### src/rtl/ir_pkg.sv
`default_nettype none
// ============================================================================
//  Module      : ir_pkg
//  Description : Shared constants and helpers for the IR input-conditioning
//                stage: default channel count, channel index names and the
//                debounce counter width function.
//  Revision    : 1.0 - initial release
// ============================================================================
package ir_pkg;

  // Default number of IR obstacle sensors on the robot.
  localparam int IR_N_CH = 4;

  // Channel index names, bit0 of the sensor bus is IR1.
  localparam int IR1 = 0;
  localparam int IR2 = 1;
  localparam int IR3 = 2;
  localparam int IR4 = 3;

  // Width of a counter that must hold values 0..stable_cnt.
  function automatic int cnt_width(input int stable_cnt);
    return $clog2(stable_cnt + 1);
  endfunction

endpackage
`default_nettype wire

### src/rtl/ir_debounce_if.sv
`default_nettype none
// ============================================================================
//  Module      : ir_debounce_if
//  Description : Sensor-side / steering-side signal bundle of the IR debounce
//                stage.
//  Revision    : 1.0 - initial release
//
//  Signals:
//    ir_raw      [N_CH] raw asynchronous sensor lines (bit0 = IR1)
//    ir_clean    [N_CH] debounced levels
//    ir_changed  [1]    one-cycle pulse after any ir_clean bit updates
//    sample_tick [1]    one-cycle pulse at the sampling rate
//    ir_fault    [N_CH] per-channel bounce fault flags
//
//  Modports:
//    master : drives ir_raw, observes the conditioned outputs
//    slave  : the debounce block itself
// ============================================================================
interface ir_debounce_if
  import ir_pkg::*;
#(
  parameter int N_CH = IR_N_CH
);

  logic [N_CH-1:0] ir_raw;
  logic [N_CH-1:0] ir_clean;
  logic            ir_changed;
  logic            sample_tick;
  logic [N_CH-1:0] ir_fault;

  modport master (
    output ir_raw,
    input  ir_clean,
    input  ir_changed,
    input  sample_tick,
    input  ir_fault
  );

  modport slave (
    input  ir_raw,
    output ir_clean,
    output ir_changed,
    output sample_tick,
    output ir_fault
  );

endinterface
`default_nettype wire

### src/rtl/ir_debounce_ch.sv
`default_nettype none
// ============================================================================
//  Module      : ir_debounce_ch
//  Description : One IR channel: 2-flop synchroniser, stability counter,
//                clean level register and (when IR_STUCK_DETECT_EN is
//                defined) an aborted-transition counter with sticky fault.
//  Revision    : 1.0 - initial release
//
//  Ports:
//    clk    in  system clock
//    rst_n  in  synchronous active-low reset
//    tick   in  sampling strobe, evaluation happens only when high
//    raw    in  asynchronous sensor line
//    clean  out debounced level
//    fault  out sticky bounce fault (constant 0 without IR_STUCK_DETECT_EN)
//
//  Optional feature macro: IR_STUCK_DETECT_EN
// ============================================================================
module ir_debounce_ch
  import ir_pkg::*;
#(
  parameter int   STABLE_CNT  = 8,
  parameter logic CLEAN_RST   = 1'b1
`ifdef IR_STUCK_DETECT_EN
  ,
  parameter int   FAULT_LIMIT = 16
`endif
) (
  input  wire  clk,
  input  wire  rst_n,
  input  wire  tick,
  input  wire  raw,
  output logic clean,
  output logic fault
);

  localparam int             CW       = cnt_width(STABLE_CNT);
  localparam logic [CW-1:0]  CNT_LAST = CW'(STABLE_CNT - 1);

  logic          sync_a;
  logic          sync_b;
  logic [CW-1:0] cnt;
  logic          differs;
  logic          accept;

  assign differs = sync_b ^ clean;
  // The new level is taken on the STABLE_CNT-th consecutive differing sample.
  assign accept  = tick & differs & (cnt == CNT_LAST);

  always_ff @(posedge clk) begin
    if (!rst_n) begin
      sync_a <= CLEAN_RST;
      sync_b <= CLEAN_RST;
      cnt    <= '0;
      clean  <= CLEAN_RST;
    end else begin
      sync_a <= raw;
      sync_b <= sync_a;
      if (accept) begin
        clean <= sync_b;
        cnt   <= '0;
      end else if (tick) begin
        // A sample equal to the current level aborts any pending transition.
        cnt <= differs ? cnt + 1'b1 : '0;
      end
    end
  end

`ifdef IR_STUCK_DETECT_EN
  localparam int            AW      = $clog2(FAULT_LIMIT + 1);
  localparam logic [AW-1:0] ABT_MAX = AW'(FAULT_LIMIT);

  logic          abort;
  logic [AW-1:0] abt;
  logic          fault_q;

  assign abort = tick & ~differs & (cnt != '0);

  always_ff @(posedge clk) begin
    if (!rst_n) begin
      abt     <= '0;
      fault_q <= 1'b0;
    end else if (accept) begin
      // A successful transition forgives earlier bounces; the fault stays.
      abt <= '0;
    end else if (abort && (abt != ABT_MAX)) begin
      abt <= abt + 1'b1;
      if (abt == ABT_MAX - 1'b1) begin
        fault_q <= 1'b1;
      end
    end
  end

  assign fault = fault_q;
`else
  assign fault = 1'b0;
`endif

endmodule
`default_nettype wire

### src/rtl/ir_debounce.sv
`default_nettype none
// ============================================================================
//  Module      : ir_debounce
//  Description : Input-conditioning stage for the IR obstacle sensors.
//                Synchronises each raw line, samples it on a prescaled tick
//                and accepts a new level only after STABLE_CNT consecutive
//                differing samples. Produces a one-cycle change pulse.
//  Revision    : 1.0 - initial release
//
//  Ports:
//    clk    in  system clock
//    rst_n  in  synchronous active-low reset
//    bus    ir_debounce_if.slave : ir_raw in, ir_clean / ir_changed /
//           sample_tick / ir_fault out
//
//  Optional feature macro: IR_STUCK_DETECT_EN (per-channel bounce fault)
// ============================================================================
module ir_debounce
  import ir_pkg::*;
#(
  parameter int              N_CH        = IR_N_CH,
  parameter int              CLK_HZ      = 50000000,
  parameter int              SAMPLE_HZ   = 1000,
  parameter int              STABLE_CNT  = 8,
  parameter logic [N_CH-1:0] CLEAN_RST   = {N_CH{1'b1}},
  parameter int              FAULT_LIMIT = 16
) (
  input  wire               clk,
  input  wire               rst_n,
  ir_debounce_if.slave      bus
);

  localparam int            DIV       = CLK_HZ / SAMPLE_HZ;
  localparam int            PW        = $clog2(DIV);
  localparam logic [PW-1:0] PCNT_LAST = PW'(DIV - 1);

  if ((DIV < 2) || (STABLE_CNT < 1) || (STABLE_CNT > 255) || (FAULT_LIMIT < 1))
  begin : g_param_check
    $error("ir_debounce: illegal parameter combination");
  end

  logic [PW-1:0]   pcnt;
  logic            tick;
  logic [N_CH-1:0] clean;
  logic [N_CH-1:0] clean_prev;
  logic [N_CH-1:0] fault;
  logic            changed;

  // Prescaler: the tick is registered, so it is high the cycle after the
  // count sits at DIV-1; the first tick lands DIV cycles after reset.
  always_ff @(posedge clk) begin
    if (!rst_n) begin
      pcnt <= '0;
      tick <= 1'b0;
    end else begin
      tick <= (pcnt == PCNT_LAST);
      pcnt <= (pcnt == PCNT_LAST) ? '0 : pcnt + 1'b1;
    end
  end

  for (genvar i = 0; i < N_CH; i++) begin : g_ch
    ir_debounce_ch #(
      .STABLE_CNT  (STABLE_CNT),
      .CLEAN_RST   (CLEAN_RST[i])
`ifdef IR_STUCK_DETECT_EN
      ,
      .FAULT_LIMIT (FAULT_LIMIT)
`endif
    ) u_ch (
      .clk   (clk),
      .rst_n (rst_n),
      .tick  (tick),
      .raw   (bus.ir_raw[i]),
      .clean (clean[i]),
      .fault (fault[i])
    );
  end

  // Comparing against last cycle's levels turns any number of simultaneous
  // channel updates into a single pulse one cycle after ir_clean moves.
  always_ff @(posedge clk) begin
    if (!rst_n) begin
      clean_prev <= CLEAN_RST;
      changed    <= 1'b0;
    end else begin
      clean_prev <= clean;
      changed    <= |(clean ^ clean_prev);
    end
  end

  assign bus.ir_clean    = clean;
  assign bus.ir_changed  = changed;
  assign bus.sample_tick = tick;
  assign bus.ir_fault    = fault;

endmodule
`default_nettype wire

### src/flat_wrapper.sv
// flat-port wrapper written by rule: the top's interface ports become plain ports
module ir_debounce_flat import ir_pkg::*;
#(
  parameter int              N_CH        = IR_N_CH,
  parameter int              CLK_HZ      = 50000000,
  parameter int              SAMPLE_HZ   = 1000,
  parameter int              STABLE_CNT  = 8,
  parameter logic [N_CH-1:0] CLEAN_RST   = {N_CH{1'b1}},
  parameter int              FAULT_LIMIT = 16
)
  (clk, rst_n, bus_ir_raw, bus_ir_clean, bus_ir_changed, bus_sample_tick, bus_ir_fault);
  ir_debounce_if #(.N_CH(N_CH)) bus_i ();
  input  wire clk;
  input  wire rst_n;
  input wire logic [$bits(bus_i.ir_raw)-1:0] bus_ir_raw;
  output wire logic [$bits(bus_i.ir_clean)-1:0] bus_ir_clean;
  output wire logic [$bits(bus_i.ir_changed)-1:0] bus_ir_changed;
  output wire logic [$bits(bus_i.sample_tick)-1:0] bus_sample_tick;
  output wire logic [$bits(bus_i.ir_fault)-1:0] bus_ir_fault;
  assign bus_i.ir_raw = bus_ir_raw;
  assign bus_ir_clean = bus_i.ir_clean;
  assign bus_ir_changed = bus_i.ir_changed;
  assign bus_sample_tick = bus_i.sample_tick;
  assign bus_ir_fault = bus_i.ir_fault;
  ir_debounce #(.N_CH(N_CH), .CLK_HZ(CLK_HZ), .SAMPLE_HZ(SAMPLE_HZ), .STABLE_CNT(STABLE_CNT), .CLEAN_RST(CLEAN_RST), .FAULT_LIMIT(FAULT_LIMIT)) u_core (.clk(clk), .rst_n(rst_n), .bus(bus_i));
endmodule
### config.mk
export PLATFORM = sky130hd
export DESIGN_NAME = ir_debounce_flat
export DESIGN_NICKNAME = d
export VERILOG_FILES = /design/src/rtl/ir_pkg.sv /design/src/rtl/ir_debounce_if.sv /design/src/rtl/ir_debounce_ch.sv /design/src/rtl/ir_debounce.sv /design/src/flat_wrapper.sv
export SDC_FILE = /design/constraint.sdc
export NUM_CORES = 1
export LEC_CHECK = 0
export ABC_AREA = 1
export BUFFER_PORTS_ARGS = -buffer_cell sky130_fd_sc_hd__buf_2
export CAP_MARGIN = 20
export CORE_MARGIN = 1.5
export CORE_UTILIZATION = 50
export CTS_CLUSTER_DIAMETER = 80
export DETAILED_ROUTE_END_ITERATION = 8
export GPL_ROUTABILITY_DRIVEN = 0
export GPL_TIMING_DRIVEN = 0
export HOLD_SLACK_MARGIN = 0.03
export PLACE_DENSITY = 0.78
export SETUP_SLACK_MARGIN = 0.02
export SLEW_MARGIN = 20
export SYNTH_ARGS = -nofsm -noshare
export SYNTH_HDL_FRONTEND = slang
export SYNTH_SLANG_ARGS = --single-unit
### constraint.sdc
create_clock -name clk -period 1.8 [get_ports clk]
set_input_delay 0.09 -clock clk [delete_from_list [all_inputs] [get_ports clk]]
set_output_delay 0.09 -clock clk [all_outputs]
set_load 0.1 [all_outputs]
==> After elaboration in Yosys (flattened, before gate mapping) <==
Index checks and enable logic that the tools add are counted.
{ "totals": {"reg_bits": 50, "output_inout_bits": 10, "word_cells": 54} }
{ "classes": {"add_sub_neg": 5, "n_eq_ne": 5, "mux": 4, "bitwise": 14, "reduce_logical": 6} }
{ "ops": {"columns": ["cell", "count"], "rows": [
  ["16-bit by 1-bit adder with 16-bit output, second input constant", 1],
  ["4-bit by 1-bit adder with 4-bit output, second input constant", 4],
  ["16-bit equality test, second input constant", 1],
  ["4-bit by 3-bit equality test with 1-bit output, second input constant", 4],
  ["4-bit 2-to-1 mux", 4],
  ["2-bit OR reduction", 5],
  ["1-bit AND", 8],
  ["4-bit OR reduction", 1],
  ["1-bit bitwise XOR", 4],
  ["4-bit bitwise XOR", 1],
  ["1-bit NOT", 1]
]} }

==> Depth between registers and ports, before layout <==
Gate-level depths: netlist (run 1).
{ "logic_depth": {"word_depth": 4, "depth_mapped": 8, "depth_no_buf": 7} }

==> Cells and area by module <==
From an unflattened synthesis (run 1), not the netlist that was laid out.
{ "unflattened": {"hier_cells": 337, "hier_area_um2": 2492.4} }
{ "modules_own_cells": {"columns": ["mod", "instances", "cells_per_inst", "area_each_um2", "seq_area_each_um2"], "rows": [
  ["ir_debounce_ch", 4, 47, 350.3, 140.1],
  ["ir_debounce", 1, 149, 1091.0, 440.4]
]} }

==> Least setup slack after synthesis (run 1) <==
No wires, ideal clock.
{ "synth_timing": {"path_kind": "register to register", "from": "register u_core.tick, in the netlist u_core.bus.sample_tick", "to": "register u_core.g_ch[0].u_ch.cnt[2]", "setup_ns": 0.117, "arrival_time_ns": 1.605, "required_ns": 1.683, "setup_slack_ns": 0.078, "stages_incl_launch_ff": 6, "cell_sequence": "dfxtp_1 -> nand2_1 -> nor2_2 -> nand3_1 -> nand2_1 -> nor2_1"} }
{ "synth_between": {"elab_chain_len": 3} }
{ "synth_rtl": {"columns": ["item", "line_no", "source"], "rows": [
  ["start: declaration", "ir_debounce.sv:43", "logic tick;"],
  ["start signal: assignment", "ir_debounce.sv:56", "tick <= (pcnt == PCNT_LAST);"],
  ["1-bit AND (2 in a row)", "ir_debounce_ch.sv:48", "assign accept = tick & differs & (cnt == CNT_LAST);"],
  ["2-bit OR reduction (no line)", null, null],
  ["end signal: assignment", "ir_debounce_ch.sv:64", "cnt <= differs ? cnt + 1'b1 : '0;"],
  ["end: declaration", "ir_debounce_ch.sv:42", "logic [CW-1:0] cnt;"]
]} }
Several ways; a longest one is shown, not always the timed one.
A chain may end at the register's enable or synchronous reset.

==> Worst setup path after layout (run 1) <==
{ "layout_timing": {"from": "register u_core.pcnt[0]", "to": "register u_core.pcnt[5]"} }
{ "layout_between": {"elab_chain_len": 2, "elab_cells_between_ends": 3, "classes_between": "add/sub (1); eq/ne (1); reduce/logical (1)"} }
{ "layout_rtl": {"columns": ["item", "line_no", "source"], "rows": [
  ["start: declaration", "ir_debounce.sv:42", "logic [PW-1:0] pcnt;"],
  ["start signal: assignment", "ir_debounce.sv:57", "pcnt <= (pcnt == PCNT_LAST) ? '0 : pcnt + 1'b1;"],
  ["parallel branches: the longest is 2 deep, another holds 16-bit by 1-bit adder with 16-bit output", null, null]
]} }
Parallel ways; which one is timed is not known.

==> impl_metrics.py, run 1 <==
metrics = {
    "critical_path": {
        "crit_chain": "ha_1 -> nand3_2 -> nor2_2 -> nand2_2 -> nand2_4 -> buf_6 -> nor2_1",
        "crit_type": "reg2reg",
        "cp_num_buf_inv": 1,
        "critPathRequiredTime_ps": 2000,
        "cp_slowest_cell": "dfxtp_1",
        "max_stage_delay_ps": 380,
        "critPathCaptureType": "flip-flop",
        "worstSetupStartpointType": "flip-flop",
        "cp.arrival_ps": 1600,
        "path_max_fanout": 10,
        "cp_top_family": "simple AND/OR/NAND/NOR gates",
    },
    "global_route": {
        "overflow": 0,
        "grt_max_degree": 16,
        "antenna_found_initial": 0,
        "grt_use_met2_pct": 29.70,
        "first_global_vias": 1710,
        "use_met1_pct": 23.04,
        "grt_pass1_wl_um": 7258,
        "grt_use_total_pct": 17.98,
        "grt.busiest_layer": "met2",
        "use_met3_pct": 4.274,
    },
    "layout": {
        "multi_input_area_mm2": 0.001116,
        "instances_no_fill": 381,
        "syn2layout_area_growth_pct": 13.38,
        "design_area_mm2": 0.002619,
        "nets": 339,
        "nFillCells": 413,
        "drive_gt1_share_pct": 17.33,
        "regArea_mm2": 0.001001,
        "n_antenna_cell": 0,
    },
    "cts": {
        "htree_levels": 2,
        "cts-root-buf": "clkbuf_8",
        "cts_tree": "done",
        "clock_latency_ps": 300,
        "cts_made_buffers": 5,
        "cts_sinks": 50,
        "cts.path.max_buffers": 2,
        "path_clk_slew_ps": 90,
    },
    "floorplanning": {
        "io_pins": 16,
        "die_h_um": 70.97,
        "rows": 24,
        "core_region_area_mm2": 0.004414,
        "dieArea_mm2": 0.005036,
        "start_util_pct": 52.32,
        "fp.dieW_um": 70.97,
    },
    "timing": {
        "hold_viol": 0,
        "fin_crit_sh_pct": 78.02,
        "skew_ps": 4.845,
        "post-route-min-period_ps": 1404,
        "slew_violations": 0,
        "grt_setup_unrepaired": "no",
        "hold_ws_ps": 58.31,
        "fin_tns_setup_ps": 0,
        "fmax_ghz": 0.7120,
        "setup_ws_ps": 395.6,
        "setup_viol": 0,
    },
    "routing": {
        "num_vias": 1865,
        "drtPass1Iterations": 4,
        "post-route-drc-count": 0,
        "drt-initial-drc-count": 88,
        "avgViaCountPerCell": 4.895,
        "wl_um": 4116,
        "wl_per_cell_um": 10.80,
        "drtAntennaViolNets": 0,
    },
    "synth": {
        "ys_warn_count": 0,
        "syn_avg_cell_area_um2": 7.598,
        "ys_types": 26,
        "ys_seq_area_share_pct": 43.34,
        "syn_area_mm2": 0.002310,
        "ys_ff_latch": 50,
        "synth_cells": 304,
    },
    "run": {
        "maxCapViolations": 0,
    },
    "power_and_ir_drop": {
        "power_density_mw_per_mm2": 834.8,
        "p_leak_nw": 1.088,
        "ir_drop_v": 0.0005037,
    },
    "hold_path": {
        "hold_class": "in2reg",
    },
    "run_status": {
        "outcome": "completed",
    },
    "placement": {
        "post-dp-hpwl_um": 2888,
        "place_ws_ps": 388.5,
        "port_buffers": 10,
        "dp_cells": 369,
        "placed_area_mm2": 0.002436,
    },
}
==> worst register-to-register path, stage by stage (launching register included) <==
cell	delay, ps
dfxtp_1	380
ha_1	220
nand3_2	160
nor2_2	150
nand2_2	70
nand2_4	120
buf_6	160
nor2_1	50
==> state kept, by name (all words and copies together), names as in the netlist <==
signal and flops:
u_core.bus.ir_changed 1, u_core.bus.sample_tick 1, u_core.clean_prev 4, u_core.g_ch.u_ch.clean 4, u_core.g_ch.u_ch.cnt 16, u_core.g_ch.u_ch.sync_a 4, u_core.g_ch.u_ch.sync_b 4, u_core.pcnt 16
==> logic make-up (layout without fill, tap and decap cells) <==
family,after synthesis,in the layout,synth area share [%]
simple gates,163,163,32.23
xor+xnor,18,18,6.826
compound gates,24,24,5.905
other cells,1,4,0.1624
buf+inv,43,65,8.829
flops,50,50,43.34
fa+ha+maj,5,5,2.709
==> power by group <==
part | switching [mW] | internal, mW | leakage [nW] | total [mW]
clock | 0.367 | 0.592 | 0.0714 | 0.959
sequential | 0.00870 | 1.12 | 0.406 | 1.13
combinational | 0.0667 | 0.0322 | 0.611 | 0.0989
==> routing by layer <==
layer	wire length, um	part of all wire (%)	vias up
met2	1914	47	33
met5	0	0	-
met1	1976	48	837
li1	-	-	993
met4	26	0.63	0
met3	199	4.8	2
==> metrics by stage <==
step / total power, mW / util, %
6_report: 2.186 / 59.33
5_1_grt: 2.256 / 59.33
4_1_cts: 2.204 / 59.33
3_5_place_dp: 1.246 / 55.19
3_3_place_gp: 1.245 / 55.19
2_1_floorplan: 1.231 / -
==> synthesized netlist by cell type <==
cell type,n,area [um^2]
nor3_1,3,15.01
nand3_1,19,95.09
nand2_2,2,12.51
ha_1,5,62.56
dfxtp_1,50,1001
nand2_1,74,277.8
conb_1,1,3.750
buf_2,1,5.000
inv_2,1,3.750
nand2_4,1,11.26
nand4_1,8,50.05
buf_4,9,67.56
or2_2,12,75.07
clkbuf_1,1,3.750
inv_1,30,112.6
xor2_1,14,122.6
xnor2_1,4,35.03
a22oi_1,4,30.03
nor2_1,32,120.1
a21oi_1,17,85.08
nand3_2,2,20.02
nor2_4,1,11.26
nor2_2,9,56.30
buf_6,1,11.26
o21bai_1,2,15.01
a31oi_1,1,6.260
==> area by class of cell <==
| type | instances | area share (%) |
|---|---|---|
| flip-flops and latches | 50 | 38.22 |
| repair buffers | 14 | 3.440 |
| clock inverters | 2 | 2.293 |
| clock buffers | 6 | 3.153 |
| plain buffers | 12 | 3.344 |
| multi-input cells | 214 | 42.62 |
| inverters | 31 | 4.443 |
| well taps | 52 | 2.484 |
==> cell usage in the layout (no fill, tap or decap), types with 2 or more instances in the layout <==
cell and instances:
nand2_2 2, bufinv_16 2, clkbuf_8 6, inv_1 30, buf_4 9, nand3_2 2, nand3_1 19, xor2_1 14
a22oi_1 4, a21oi_1 17, nor2_2 9, nand4_1 8, nor2_1 32, conb_1 4, o21bai_1 2, nor3_1 3
xnor2_1 4, buf_2 11, ha_1 5, dfxtp_1 50, dlygate4sd3_1 4, or2_2 12, nand2_1 74
==> worst paths after layout <==
check / from / to / slack (ps) / depth (start not counted)
setup / recovery: u_core.pcnt[0] / u_core.pcnt[5] / 400 / 7
hold / removal: rst_n / u_core.g_ch[3].u_ch.clean / 60 / 2
setup reg to reg: u_core.pcnt[0] / u_core.pcnt[5] / 400 / 7
hold reg to reg: u_core.g_ch[1].u_ch.sync_a / u_core.g_ch[1].u_ch.sync_b / 420 / 1
==> repair_timing <==
item | CTS | global route
hold buffers | 4 | 0
buffers inserted | 0 | 0
resized for setup | 0 | 0
endpoints found under the hold margin | 4 | 0
Power figures use the tool's default switching activity.
==> inputs of run 2 (changes only) <==
Clock period 1.8 ns to 1.4 ns, I/O delays scaled along.
==> run 2 against run 1 <==
Register-to-register slack got worse by 300 ps. Highest routed layer unchanged. Critical path depth unchanged. Worst hold slack got worse by 11 ps. Sequential power increased by 28%. Critical path type unchanged. Largest power group unchanged. Largest cell class unchanged. First-iteration DRC count decreased by 10%.
==> impl_metrics.py, run 2 (synthesized netlist as in run 1, its figures left out) <==
metrics = {
    "cts": {
        "cts-root-buf": "clkbuf_8",
        "cts_sinks": 50,
        "cts_tree": "done",
        "cts_made_buffers": 5,
        "htree_levels": 2,
        "path_clk_slew_ps": 90,
        "cts.path.max_buffers": 2,
        "clock_latency_ps": 290,
    },
    "routing": {
        "wl_um": 4200,
        "post-route-drc-count": 0,
        "drt-initial-drc-count": 79,
        "drtPass1Iterations": 4,
        "wl_per_cell_um": 10.97,
        "num_vias": 1902,
        "avgViaCountPerCell": 4.966,
        "drtAntennaViolNets": 0,
    },
    "critical_path": {
        "ff2ff_setup_slack_ps": 100,
        "max_stage_delay_ps": 390,
        "crit_chain": "ha_4 -> nand3_4 -> nor2_2 -> nand2_2 -> nand2_4 -> buf_6 -> nor2_1",
        "path_max_fanout": 10,
        "cp_num_buf_inv": 1,
        "cp.arrival_ps": 1490,
        "r2r-start": "u_core.pcnt[1]",
        "r2r-end": "u_core.pcnt[2]",
        "startpoint": "u_core.pcnt[1]",
        "cp_slowest_cell": "dfxtp_1",
        "worstSetupStartpointType": "flip-flop",
        "crit_type": "reg2reg",
        "cp_top_family": "simple AND/OR/NAND/NOR gates",
        "critPathRequiredTime_ps": 1590,
        "reg2regPathDepth": 7,
        "critPathCaptureType": "flip-flop",
    },
    "layout": {
        "multi_input_area_mm2": 0.001136,
        "final_common_cell": "nand2_1",
        "nFillCells": 388,
        "nets": 341,
        "drive_gt1_share_pct": 18.73,
        "n_antenna_cell": 0,
        "largestRegisters": "u_core.g_ch.u_ch.cnt x16, u_core.pcnt x16",
        "layout_common_cells": "nand2_1, dfxtp_1, nor2_1",
        "syn2layout_area_growth_pct": 15.44,
        "regArea_mm2": 0.001003,
    },
    "floorplanning": {
        "start_util_pct": 52.32,
        "rows": 24,
        "fp.dieW_um": 70.97,
        "dieArea_mm2": 0.005036,
        "die_h_um": 70.97,
        "io_pins": 16,
        "core_region_area_mm2": 0.004414,
    },
    "timing": {
        "fin_crit_sh_pct": 92.82,
        "fmax_ghz": 0.7695,
        "hold_viol": 0,
        "skew_ps": 8.336,
        "setup_viol": 0,
        "post-route-min-period_ps": 1300,
        "slew_violations": 0,
        "fin_tns_setup_ps": 0,
        "grt_setup_unrepaired": "no",
        "hold_ws_ps": 46.88,
    },
    "power_and_ir_drop": {
        "power_mw": 2.794,
        "ir_drop_v": 0.0006483,
        "p_leak_nw": 1.106,
        "power_density_mw_per_mm2": 1048,
    },
    "run_status": {
        "outcome": "completed",
    },
    "global_route": {
        "grt_use_total_pct": 17.84,
        "grt_max_degree": 16,
        "grt_pass1_wl_um": 7293,
        "overflow": 0,
        "antenna_found_initial": 0,
        "first_global_vias": 1776,
    },
    "hold_path": {
        "hold_class": "in2reg",
        "min_to": "u_core.g_ch[2].u_ch.clean",
        "hold_start": "rst_n",
        "hold_depth": 2,
    },
    "run": {
        "maxCapViolations": 0,
    },
    "placement": {
        "post-dp-hpwl_um": 3031,
        "port_buffers": 10,
    },
}
==> run 2: cell types whose count changed in the layout (fill, tap and decap cells not counted), moves of 2 or more <==
cell and change:
buf_2 -4, buf_4 +3, clkbuf_4 +3, dfxtp_1 -2, dfxtp_2 +2
==> run 2: metrics by stage <==
stage | instance area, um^2 | utilization [%] | setup WS [ps] | std cells
2_1_floorplan | 2322 | - | 34.21 | 307
4_1_cts | 2633 | 59.64 | 22.85 | 381
3_3_place_gp | 2437 | 55.22 | 22.20 | 369
3_5_place_dp | 2437 | 55.22 | 4.329 | 369
5_1_grt | 2666 | 60.40 | 22.63 | 383
6_report | 2666 | 60.40 | 100.5 | 383
==> run 2: final cells by class <==
class,instances,share of cell area [%]
multi-input combinational,214,42.61
sequential,50,37.63
inverter,31,4.364
timing repair buffer,16,4.317
buffer,12,3.285
clock buffer,6,3.097
tap,52,2.440
clock inverter,2,2.252
==> run 2: worst max-delay path by stage <==
stage | depth (start not counted) | to | slack, ps
2_1_floorplan | 5 | u_core.g_ch[2].u_ch.cnt[2] | 30
3_3_place_gp | 7 | u_core.pcnt[12] | 20
3_5_place_dp | 7 | u_core.pcnt[11] | 4
4_1_cts | 7 | u_core.pcnt[2] | 20
5_1_grt | 7 | u_core.pcnt[2] | 20
6_report | 7 | u_core.pcnt[2] | 100
==> run 2: routing by layer <==
layer  global-route usage (%)  up-vias  routed length (um)
li1                         -     1002                   -
met1                    22.35      865                2032
met2                    30.84       31                1992
met3                    3.419        4                 133
met4                    5.870        0                  42
met5                        0        -                   0
==> run 2: power by group <==
| part | total [mW] | switching (mW) | internal, mW |
|---|---|---|---|
| clock | 1.21 | 0.447 | 0.762 |
| combinational | 0.132 | 0.0874 | 0.0443 |
| sequential | 1.45 | 0.0146 | 1.44 |
| total | 2.79 | 0.549 | 2.25 |
==> run 2: repair_timing <==
action	in CTS	in global routing
gates resized for setup	3	5
buffers inserted	0	2
hold buffers	4	0
setup endpoints to repair	11	14
endpoints found under the hold margin	4	0
pin swaps	0	1
